==> src/rtl/lzc_pkg.sv <==
// lzc_pkg: shared sizing helpers and scan-mode encoding for the zero counter
package lzc_pkg;
    typedef enum logic {
        LZC_LEAD  = 1'b0,
        LZC_TRAIL = 1'b1
    } lzc_mode_e;

    function automatic int lzc_clog2(input int n);
        int r;
        r = 0;
        while ((1 << r) < n) r++;
        return r;
    endfunction

    function automatic int lzc_levels(input int width);
        return lzc_clog2(width);
    endfunction

    function automatic int lzc_cw(input int width);
        return lzc_clog2(width) + 1;
    endfunction

    function automatic int lzc_nstages(input int width, input int reg_every);
        return (lzc_clog2(width) + reg_every - 1) / reg_every;
    endfunction
endpackage

==> src/rtl/lzc_merge.sv <==
// lzc_merge: combine the zero counts of two adjacent halves into one count a bit wider
module lzc_merge
    import lzc_pkg::*;
#(
    parameter int W = 2
) (
    input  logic [W-1:0] left,
    input  logic [W-1:0] right,
    output logic [W:0]   cnt
);
    assign cnt = (left[W-1] & right[W-1]) ? {1'b1, {W{1'b0}}}
               : left[W-1]                ? {2'b01, right[W-2:0]}
               :                            {1'b0, left};
endmodule

==> src/rtl/lzc_pipe.sv <==
// lzc_pipe: pipelined leading/trailing-zero counter with valid/ready streaming handshake
module lzc_pipe
    import lzc_pkg::*;
#(
    parameter  int WIDTH     = 32,
    parameter  int REG_EVERY = 2,
    parameter  int TAG_W     = 4,
    localparam int CW        = lzc_cw(WIDTH)
) (
    input  logic             clk,
    input  logic             reset,
    input  logic             in_valid,
    output logic             in_ready,
    input  logic [WIDTH-1:0] in_data,
    input  logic             in_mode,
    input  logic [TAG_W-1:0] in_tag,
    output logic             out_valid,
    input  logic             out_ready,
    output logic [CW-1:0]    out_count,
    output logic             out_zero,
    output logic [TAG_W-1:0] out_tag
);
    localparam int LEVELS = lzc_levels(WIDTH);
    localparam int NST    = lzc_nstages(WIDTH, REG_EVERY);

    logic [WIDTH-1:0]          rev, din;
    logic [NST-1:0]            v, adv, ld;
    logic [NST-1:0][TAG_W-1:0] tg, tin;

    assign rev = {<<{in_data}};
    assign din = (in_mode == LZC_TRAIL) ? rev : in_data;

    // a stage moves on when some later stage is empty or the consumer takes the head
    for (genvar s = 0; s < NST; s++) begin : g_adv
        if (s == NST - 1) begin : g_last
            assign adv[s] = v[s] & out_ready;
        end else begin : g_mid
            assign adv[s] = v[s] & (out_ready | ~(&v[NST-1:s+1]));
        end
    end

    assign in_ready  = ~v[0] | adv[0];
    assign out_valid = v[NST-1];
    assign out_tag   = tg[NST-1];
    assign out_count = lv[LEVELS-1].g_q.q;
    assign out_zero  = out_count[CW-1];

    // each stage loads whatever its upstream neighbour (or the input port) hands over
    always_comb begin
        ld     = '0;
        tin    = '0;
        ld[0]  = in_valid & in_ready;
        tin[0] = in_tag;
        for (int s = 1; s < NST; s++) begin
            ld[s]  = adv[s-1];
            tin[s] = tg[s-1];
        end
    end

    // stage valids and tags; a stage stays full unless it advances without a refill
    always_ff @(posedge clk or posedge reset) begin
        if (reset) begin
            v  <= '0;
            tg <= '0;
        end else begin
            for (int s = 0; s < NST; s++) begin
                v[s] <= ld[s] | (v[s] & ~adv[s]);
                if (ld[s]) tg[s] <= tin[s];
            end
        end
    end

    for (genvar k = 0; k < LEVELS; k++) begin : lv
        localparam int N = WIDTH >> (k + 1);
        logic [N*(k+2)-1:0] c;
        if (k == 0) begin : g_enc
            for (genvar j = 0; j < N; j++) begin : g_n
                assign c[2*j +: 2] = din[WIDTH-1-2*j] ? 2'd0 : din[WIDTH-2-2*j] ? 2'd1 : 2'd2;
            end
        end else begin : g_mrg
            logic [2*N*(k+1)-1:0] a;
            if (k % REG_EVERY == 0) begin : g_r
                assign a = lv[k-1].g_q.q;
            end else begin : g_c
                assign a = lv[k-1].c;
            end
            for (genvar j = 0; j < N; j++) begin : g_n
                lzc_merge #(.W(k + 1)) u_merge (
                    .left (a[(2*j)*(k+1) +: k+1]),
                    .right(a[(2*j+1)*(k+1) +: k+1]),
                    .cnt  (c[j*(k+2) +: k+2])
                );
            end
        end
        if ((k + 1) % REG_EVERY == 0 || k == LEVELS - 1) begin : g_q
            logic [N*(k+2)-1:0] q;
            // partial counts follow their beat down the pipe
            always_ff @(posedge clk or posedge reset) begin
                if (reset) q <= '0;
                else if (ld[k / REG_EVERY]) q <= c;
            end
        end
    end
endmodule
==> config.mk <==
export PLATFORM = sky130hd
export DESIGN_NAME = lzc_pipe
export DESIGN_NICKNAME = d
export VERILOG_FILES = /design/src/rtl/lzc_pkg.sv /design/src/rtl/lzc_merge.sv /design/src/rtl/lzc_pipe.sv
export SDC_FILE = /design/constraint.sdc
export NUM_CORES = 1
export LEC_CHECK = 0
export ABC_CLOCK_PERIOD_IN_PS = 1700
export BUFFER_PORTS_ARGS = -buffer_cell sky130_fd_sc_hd__clkbuf_2
export CAP_MARGIN = 25
export CORE_MARGIN = 1
export CORE_UTILIZATION = 50
export DETAILED_ROUTE_END_ITERATION = 8
export GPL_TIMING_DRIVEN = 0
export PLACE_DENSITY = 0.77
export SLEW_MARGIN = 20
export SYNTH_ARGS = -nofsm -noshare
export SYNTH_HDL_FRONTEND = slang
export SYNTH_SLANG_ARGS = --single-unit
==> constraint.sdc <==
create_clock -name clk -period 1.7 [get_ports clk]
set_input_delay 0.34 -clock clk [delete_from_list [all_inputs] [get_ports clk]]
set_output_delay 0.34 -clock clk [all_outputs]
set_load 0.03 [all_outputs]
Yosys cells after proc, flatten, opt, wreduce, memory -nomap -nowiden. Index checks and enable logic that the tools add are counted.

Output and inout port bits: 13. Bits of input ports: 41. Flip-flop bits (word level): 55.

Reduce and logical (&&, ||, !) cells: 1. Bitwise operators: 34. Muxes and demuxes: 63.

Operators by type and width (number): $mux 2 (40); $mux 3 (12); $mux 32 (1); $mux 4 (6); $and 1x1->1 (22); $mux 5 (3); $mux 6 (1); $not 1->1 (6); $or 1x1->1 (6); $reduce_and 2->1 (1).

Logic depth before layout (Yosys ltp). Gate-level depths: netlist of the first run.

Depth in word-level cells: 7. Mapped depth: 6. Gate-level depth less buffers: 4.

By module. From an unflattened synthesis of the first run, not the netlist that was laid out.

Cells, all modules: 273. Area, all modules: 3331.9 um^2.

Modules (own cells, without submodules): lzc_pipe (area an instance 2723.9 um^2, times used 1, cells each 202); lzc_merge (lv[1].g_mrg.g_n[0].u_merge ...) (area an instance 33.8 um^2, times used 8, cells each 4); lzc_merge (lv[2].g_mrg.g_n[0].u_merge ...) (area an instance 42.5 um^2, times used 4, cells each 5); lzc_merge (lv[3].g_mrg.g_n[0].u_merge ...) (area an instance 51.3 um^2, times used 2, cells each 6); lzc_merge (lv[4].g_mrg.g_n[0].u_merge) (area an instance 65.1 um^2, times used 1, cells each 7).

Worst setup path after synthesis of the first run. OpenSTA, ideal clock, no wires.

Kind: register to register. Start point: reg v[2]. End point: reg tg[0] in the netlist's numbering. Clock period less this slack: 1.592 ns. Slack: 0.108 ns. Data arrival time: 1.467 ns. Cell stages (with the launch flop): 5. Required time: 1.575 ns. Cell sequence: dfrtp_1 nand4b_4 nand2_4 buf_4 mux2_2.

Longest elaborated chain between the ends: 6.

Ends and longest elaborated chain: start: declaration (line lzc_pipe.sv:27) `logic [NST-1:0] v, adv, ld;`; start signal: indexed assignment (line lzc_pipe.sv:67) `v[s] <= ld[s] | (v[s] & ~adv[s]);`; $reduce_and 2->1 (line lzc_pipe.sv:38) `assign adv[s] = v[s] & (out_ready | ~(&v[NST-1:s+1]));`; $not 1->1 (line lzc_pipe.sv:38); $or 1x1->1 (line lzc_pipe.sv:38); $and 1x1->1 (line lzc_pipe.sv:38); $or 1x1->1 (line lzc_pipe.sv:42) `assign in_ready = ~v[0] | adv[0];`; net in_ready (line lzc_pipe.sv:13) `output logic in_ready,`; $and 1x1->1 (line lzc_pipe.sv:52) `ld[0] = in_valid & in_ready;`; end signal: indexed assignment (line lzc_pipe.sv:68) `if (ld[s]) tg[s] <= tin[s];`; end: declaration (line lzc_pipe.sv:28) `logic [NST-1:0][TAG_W-1:0] tg, tin;`.

The timed path passes the listed nets, and every way through them passes these cells. A chain may end at the register's enable or synchronous reset.

Final worst setup path of the first run.
Start point: reg v[0]. End point: out in_ready.

Longest elaborated chain between the ends: 2. Elaborated cells on any way between the ends: 3. Classes of those cells: bitwise (3).

Ends and longest elaborated chain (line): $and 1x1->1 / $not 1->1 (equally long branches) (lzc_pipe.sv:38, lzc_pipe.sv:42); $or 1x1->1 (*) (lzc_pipe.sv:42); end: declaration (lzc_pipe.sv:13).

Every way passes the cells marked *; elsewhere a longest branch is shown, timed or not.

==> results.cfg, run 1 <==
[floorplanning]
core_area_mm2 = 0.00557
ios = 54
start_util_pct = 52.4
die_x_um = 78.4
dieArea_mm2 = 0.00615
row_count = 27
die_h_um = 78.4

[sta]
finalCriticalPeriod_ns = 1.44
clock_skew_ns = 0.00476
hold_violations = 0
worst_slack_ns = 0.263
tightestPinTransition_ns = 0.732
fmax_mhz = 696
setup_viol = 0
slew_viol_final = 0
grt_setup_unrepaired = false
slew_headroom_pct = 51.2
period_share_pct = 84.5

[logic_synthesis]
postSynthAreaPerCell_um2 = 9.60
syn_inst = 304
ys_ff_latch = 55
ys_seq_area_share_pct = 47.1
yosysTopAreaCell = dfrtp_1
synth_area_mm2 = 0.00292
ys_types = 31
synthTopCellsByArea = dfrtp_1 (47%), mux2_2 (5.0%), a21oi_1 (4.8%)
yosysTopAreaCellShare_pct = 47.1
syn_nets = 345
yosys_warnings = 0

[critical_path]
criticalPathCategory = reg2out
crit_chain = nand4b_4, clkbuf_2
required_ns = 1.36
crit_path_end_kind = primary output
cp-start-kind = register
crit_slowest_cell = dfrtp_1
max_stage_delay_ns = 0.44
path_max_fanout = 3
crit_arrival_ns = 1.10

[grt]
antenna_found_initial = 0
grt_max_degree = 35
grt_remaining_overflow = 0
first_global_vias = 2199
grt_usage_pct = 21.8
grt_pass1_wl_mm = 10.4

[cts]
htree_levels = 2
clock_path_buffers = 2
path_clk_slew_ns = 0.09
cts-root-buf = clkbuf_8
cts_made_buffers = 5
cts_hold_buf = 0
cts_tree = done
clkSinkCount = 55
postCtsSetupBuffers = 0
clock_latency_ns = 0.31
ctsResizeCount = 0

[detailed_routing]
avgViaCountPerCell = 5.45
drt-initial-drc-count = 129
dr.pass1.iters = 4
ant_nets = 0
drc = 0
num_vias = 2382
drt_wl_total_mm = 5.95
wl_per_cell_um = 13.6

[finish]
layout_commonest_cell = dfrtp_1
drive_gt1_share_pct = 27.9
final_cell_mix = dfrtp_1 (55), clkbuf_2 (52), nand2_1 (32)
fin_nets = 405
ff_latch_area_mm2 = 0.00138
fillers = 476
diodes = 0
area_growth_pct = 15.9
multiInputGateArea_mm2 = 0.00136
design_area_mm2 = 0.00338
instances_no_fill = 437

[power_and_ir_drop]
p_leak_nw = 1.60
p_per_area_mw_per_mm2 = 910
ir_worst_vdd_v = 0.000653
power_mw = 3.08

[placement]
place_area_mm2 = 0.00330
pre_cts_ws_ns = 0.256
place.gp.congestion = 0.842
dp_cells = 429
portBuffers = 52
dp_hpwl_mm = 4.66

[status]
status = finished, final reports clean

[min_path]
min_path_type = in2async

[run]
maxCapViolCount = 0
==> Yosys cell counts (all sizes together) <==
cell     instances
nor2b            5
dfrtp           55
a21o             9
nor3            16
nand2b          21
a22o             8
nand4            2
nand3            1
nor3b            8
o21ai           14
o221ai           2
nand3b           1
a221oi           2
buf             18
a21oi           28
o31ai           18
nor2            19
o2111ai          4
nand4b           1
or2b             1
a31oi            8
mux2            13
inv             12
nand2           34
clkbuf           3
a211oi           1
==> layer usage <==
| layer | part of all wire [%] | routed length [um] | GRT usage, % | up-vias |
|---|---|---|---|---|
| li1 | - | - | - | 1200 |
| met1 | 48 | 2840 | 30.0 | 1083 |
| met2 | 46 | 2710 | 34.8 | 92 |
| met3 | 5.1 | 304 | 3.84 | 7 |
| met4 | 1.4 | 86 | 7.22 | 0 |
| met5 | 0 | 0 | 0 | - |
==> cell type report <==
class / instances / share of cell area (%)
Tap cell: 72 / 2.66
Multi-Input combinational cell: 216 / 40.0
Timing Repair Buffer: 53 / 8.50
Clock inverter: 3 / 0.555
Inverter: 12 / 1.33
Sequential cell: 55 / 40.7
Clock buffer: 5 / 2.03
Buffer: 21 / 4.21
==> state kept, by name, summed over array words and instances, names as in the netlist <==
signal     cells
out_tag        4
lv.g_q.q      34
out_count      6
tg             8
v              3
==> through the flow <==
step / utilization (%) / hold WS (ns) / TNS (ns)
floorplan: - / 0.441 / 0
global route: 60.7 / 0.194 / 0
detailed placement: 59.1 / 0.469 / 0
CTS: 60.7 / 0.150 / 0
finish: 60.7 / 0.131 / 0
global placement: 58.7 / 0.460 / -31.21
==> power breakdown <==
part	internal [mW]	switching (mW)	leakage, nW
Combinational	0.349	0.432	0.845
Clock	0.291	0.411	0.0483
Sequential	1.49	0.110	0.709
Total	2.13	0.952	1.60
==> cells by family (layout without fill, tap and decap cells) <==
| logic type | count (synthesis) | count (layout) | synth area share [%] |
|---|---|---|---|
| buffers and inverters | 33 | 94 | 6.43 |
| muxes | 13 | 13 | 5.01 |
| AOI/OAI and AO/OA | 94 | 94 | 20.9 |
| and+or+nand+nor | 109 | 109 | 20.5 |
| DFF | 55 | 55 | 47.1 |
==> critical path: cells and delay by family (launching register included) <==
family                 cells  cell delay [ns]
buffers and inverters      1             0.22
flip-flops                 1             0.44
AND/OR/NAND/NOR            1             0.14
==> final timing paths <==
check | startpoint | cells after the start | slack (ns) | end
max in group asynchronous | reset | 3 | 1.01 | lv[3].g_q.q[1]
setup / recovery | v[0] | 2 | 0.26 | in_ready
hold / removal | reset | 2 | 0.13 | out_tag[1]
setup reg to reg | v[0] | 4 | 0.32 | tg[3]
min in group clk | in_tag[1] | 2 | 0.26 | tg[1]
hold reg to reg | out_count[1] | 2 | 0.48 | out_count[1]
Power figures use the tool's default switching activity.
==> run 2: changes to the inputs <==
ABC_CLOCK_PERIOD_IN_PS = 1500   (was 1700)
CORE_UTILIZATION = 55   (was 50)
PLACE_DENSITY = 0.8   (was 0.77)
clock period = 1.5 ns   (was 1.7 ns; I/O delays follow)
==> run 2 against run 1 <==
Against the previous run: worst hold slack worse by 0.094 ns; sequential share of layout area up 0.13 points; highest routed layer unchanged; core utilization up 5.4 points.
==> results.cfg, run 2 (synthesis gave the netlist of run 1 again) <==
[status]
status = finished, final reports clean

[power_and_ir_drop]
combPwrFrac_pct = 25.4
switching_power_mw = 1.07
ir_worst_vdd_v = 0.000476
p_leak_nw = 1.59
seq_power_share_pct = 52.1
p_sw_share_pct = 30.8
pwr-share-clk_pct = 22.6
p_per_area_mw_per_mm2 = 1030
p_int_mw = 2.41

[finish]
drive_gt1_share_pct = 27.9
fin_nets = 405
largest-register = lv.g_q.q
instances_no_fill = 435
area_growth_pct = 15.7
largest_reg_flops = 34
layout_commonest_cell = dfrtp_1
final_cell_mix = dfrtp_1 (54), clkbuf_2 (52), nand2_1 (32)
design_area_mm2 = 0.00338
diodes = 0

[sta]
tightestPinTransition_ns = 0.595
slew_viol_final = 0
period_share_pct = 93.7
worst_slack_ns = 0.0948
grt_setup_unrepaired = false
holdWs_ns = 0.0363
fmax_mhz = 712
setup-tns-final_ns = 0
finalCriticalPeriod_ns = 1.41
setup_viol = 0
clock_skew_ns = 0.00732
slew_headroom_pct = 60.2
hold_violations = 0

[placement]
portBuffers = 52
place.gp.congestion = 0.852
pre_cts_ws_ns = 0.101
dp_hpwl_mm = 4.63
place_area_mm2 = 0.00329
dp_cells = 427

[grt]
first_global_vias = 2210
grt_pass1_wl_mm = 10.1
antenna_found_initial = 0
grt_max_degree = 29
grt_remaining_overflow = 0
grt_usage_pct = 24.3

[detailed_routing]
drt-initial-drc-count = 102
drc = 0
drt_wl_total_mm = 5.98
num_vias = 2391
wl_per_cell_um = 13.7
dr.pass1.iters = 4
avgViaCountPerCell = 5.50
ant_nets = 0

[floorplanning]
dieArea_mm2 = 0.00560
die_x_um = 74.9
ios = 54
die_h_um = 74.9
start_util_pct = 57.2
row_count = 26
core_area_mm2 = 0.00511

[cts]
cts_tree = done
cts-root-buf = clkbuf_8
clock_path_buffers = 2
clkSinkCount = 55
htree_levels = 2
postCtsSetupBuffers = 0
cts_hold_buf = 0
clock_latency_ns = 0.31
path_clk_slew_ns = 0.09
ctsResizeCount = 0
cts_made_buffers = 5

[run]
maxCapViolCount = 0

[critical_path]
critPathTopFamily = flip-flops
cp_num_buf_inv = 1
required_ns = 1.20
crit_path_end_kind = primary output
crit_arrival_ns = 1.11
criticalPathCategory = reg2out
path_max_fanout = 4
max_stage_delay_ns = 0.44
crit_slowest_cell = dfrtp_1
cp-start-kind = register
crit_chain = nand4b_4, clkbuf_2

[min_path]
min_path_type = in2async
-- run 2: layout make-up --
class | count | area [um2]
Multi-Input combinational cell | 216 | 1360
Buffer | 21 | 143
Clock inverter | 2 | 12.5
Clock buffer | 6 | 72.6
Sequential cell | 55 | 1380
Tap cell | 70 | 87.6
Timing Repair Buffer | 53 | 280
Fill cell | 433 | 1730
Inverter | 12 | 48.8
-- run 2: power groups by stage --
| stage | registers [mW] | clock network (mW) | logic (mW) |
|---|---|---|---|
| global placement | 1.83 | 0 | 0.857 |
| detailed placement | 1.84 | 0 | 0.884 |
| finish | 1.81 | 0.785 | 0.881 |
| CTS | 1.81 | 0.794 | 0.887 |
| floorplan | 1.84 | 0 | 0.615 |
| global route | 1.84 | 0.881 | 0.977 |
-- run 2: metrics by stage --
stage	power, mW	utilization [%]
3_3_place_gp	2.69	64.1
3_5_place_dp	2.73	64.5
4_1_cts	3.49	66.1
2_1_floorplan	2.45	-
6_report	3.47	66.1
5_1_grt	3.69	66.1
-- run 2: path summary, 6_finish.rpt --
path	slack [ns]	from	cells past startpoint	endpoint
max	0.09	v[1]	2	in_ready
min	0.04	reset	2	lv[3].g_q.q[0]
max reg2reg	0.13	v[1]	4	tg[3]
min reg2reg	0.48	out_count[0]	2	out_count[0]
max in group asynchronous	0.94	reset	3	v[2]
min in group clk	0.22	in_tag[1]	2	tg[1]
-- run 2: routing by layer --
layer  up-vias  track usage (%)  part of all wire [%]
met1      1110             30.9                    46
met3         8             3.48                   3.8
met4         0             10.3                   1.5
li1       1196                -                     -
met5         -                0                     0
met2        77             41.6                    49
==> run 3: changes to the inputs <==
CORE_UTILIZATION = 58   (was 55)
CTS_BUF_LIST = sky130_fd_sc_hd__clkbuf_4   (was default)
PLACE_DENSITY = 0.84   (was 0.8)
==> run 3 against run 2 <==
Against the previous run: final cell count is the same; design area up 0.70%; power grew 1.0%; highest routed layer unchanged; largest power group unchanged; critical path type unchanged; routed wire length rose by 6.1%; clock skew is 0.00094 ns lower.
==> results.cfg, run 3 (synthesis gave the netlist of run 1 again) <==
[sta]
slew_viol_final = 0
fmax_mhz = 681
hold_violations = 0
worst_slack_ns = 0.0308
clock_skew_ns = 0.00638
setup-tns-final_ns = 0
tightestPinTransition_ns = 0.629
finalCriticalPeriod_ns = 1.47
grt_setup_unrepaired = true
slew_headroom_pct = 58.0
period_share_pct = 97.9
holdWs_ns = 0.147
setup_viol = 0

[finish]
instances_no_fill = 435
largest-register = lv.g_q.q
drive_gt1_share_pct = 28.5
fin_nets = 408
area_growth_pct = 16.5
diodes = 0
final_core_util_pct = 71.1
layout_commonest_cell = dfrtp_1
largest_reg_flops = 34
final_cell_mix = dfrtp_1 (54), clkbuf_2 (51), nand2_1 (32)

[placement]
place.gp.congestion = 0.817
pre_cts_ws_ns = 0.100
dp_hpwl_mm = 4.89
dp_cells = 424
portBuffers = 52

[status]
status = finished, final reports clean

[power_and_ir_drop]
seq_power_share_pct = 51.6
ir_worst_vdd_v = 0.000591
p_per_area_mw_per_mm2 = 1030
combPwrFrac_pct = 25.8
p_sw_share_pct = 30.5
switching_power_mw = 1.07
p_int_mw = 2.44
pwr-share-clk_pct = 22.6
p_leak_nw = 1.60

[critical_path]
required_ns = 1.20
crit_path_end_kind = primary output
crit_chain = nand4b_4, buf_6
criticalPathCategory = reg2out
cp-start-kind = register
crit_slowest_cell = dfrtp_1
r2r.worst_path.cells = 4
path_max_fanout = 3
crit_arrival_ns = 1.17
max_stage_delay_ns = 0.46

[detailed_routing]
drt-initial-drc-count = 149
drc = 0
dr.pass1.iters = 5
ant_nets = 0
avgViaCountPerCell = 5.69
wl_per_cell_um = 14.6
num_vias = 2476
drt_wl_total_mm = 6.34

[cts]
clock_latency_ns = 0.38
clock_path_buffers = 2
cts_tree = done
htree_levels = 2
path_clk_slew_ns = 0.15
cts_made_buffers = 5
clkSinkCount = 55
cts-root-buf = clkbuf_4

[floorplanning]
die_h_um = 72.9
dieArea_mm2 = 0.00532
core_area_mm2 = 0.00479
row_count = 25
die_x_um = 72.9
start_util_pct = 61.0
ios = 54

[grt]
grt_usage_pct = 26.7
grt_remaining_overflow = 0
first_global_vias = 2437
grt_max_degree = 30
antenna_found_initial = 0
grt_pass1_wl_mm = 10.8

[min_path]
min_path_type = in2reg
hold_path_depth = 2

[run]
maxCapViolCount = 0
## run 3: metrics by stage
| stage | total power [mW] | area (um2) |
|---|---|---|
| CTS | 3.52 | 3390 |
| detailed placement | 2.73 | 3290 |
| floorplan | 2.45 | 2920 |
| finish | 3.51 | 3400 |
| global route | 3.72 | 3400 |
| global placement | 2.68 | 3270 |
## run 3: layer usage
metal  vias up  track usage (%)  part of all wire, %
li1       1214                -                    -
met1      1158             33.2                   42
met2        92             47.7                   52
met3        12             4.01                  4.5
met4         0             8.50                  1.5
met5         -                0                    0
## run 3: power groups by stage
| stage | clock, mW | combinational, mW | sequential, mW |
|---|---|---|---|
| floorplan | 0 | 0.615 | 1.84 |
| global placement | 0 | 0.856 | 1.83 |
| detailed placement | 0 | 0.894 | 1.84 |
| CTS | 0.808 | 0.904 | 1.81 |
| global route | 0.881 | 1.00 | 1.83 |
| finish | 0.795 | 0.904 | 1.81 |
## run 3: path summary, 6_finish.rpt
kind / start / slack (ns) / end
setup reg to reg: v[1] / 0.10 / tg[0]
min in group asynchronous: reset / 0.52 / out_count[4]
hold / removal: in_tag[1] / 0.15 / tg[1]
hold reg to reg: lv[1].g_q.q[22] / 0.50 / lv[1].g_q.q[22]
max in group asynchronous: reset / 0.44 / v[2]
setup / recovery: v[1] / 0.03 / in_ready
## run 3: cell type report
class / instances / area [um2]
flip-flops and latches: 55 / 1380
multi-input cells: 216 / 1360
clock inverters: 3 / 43.8
repair buffers: 56 / 312
plain buffers: 21 / 143
well taps: 67 / 83.8
fillers: 414 / 1390
inverters: 12 / 48.8
clock buffers: 5 / 37.5
## run 3: worst max-delay path: cells and delay by family, from the launching register on
kind          cells  cell delay (ns)
flops             1             0.46
buf+inv           1             0.17
simple gates      1             0.16
## run 3: repair_timing
item                       in CTS  in global routing
hold endpoints to repair       28                  0
gates resized for setup         1                  2
setup buffers                   1                  1
hold buffers                    1                  0
pin swaps                       0                  1
setup endpoints to repair       1                  1
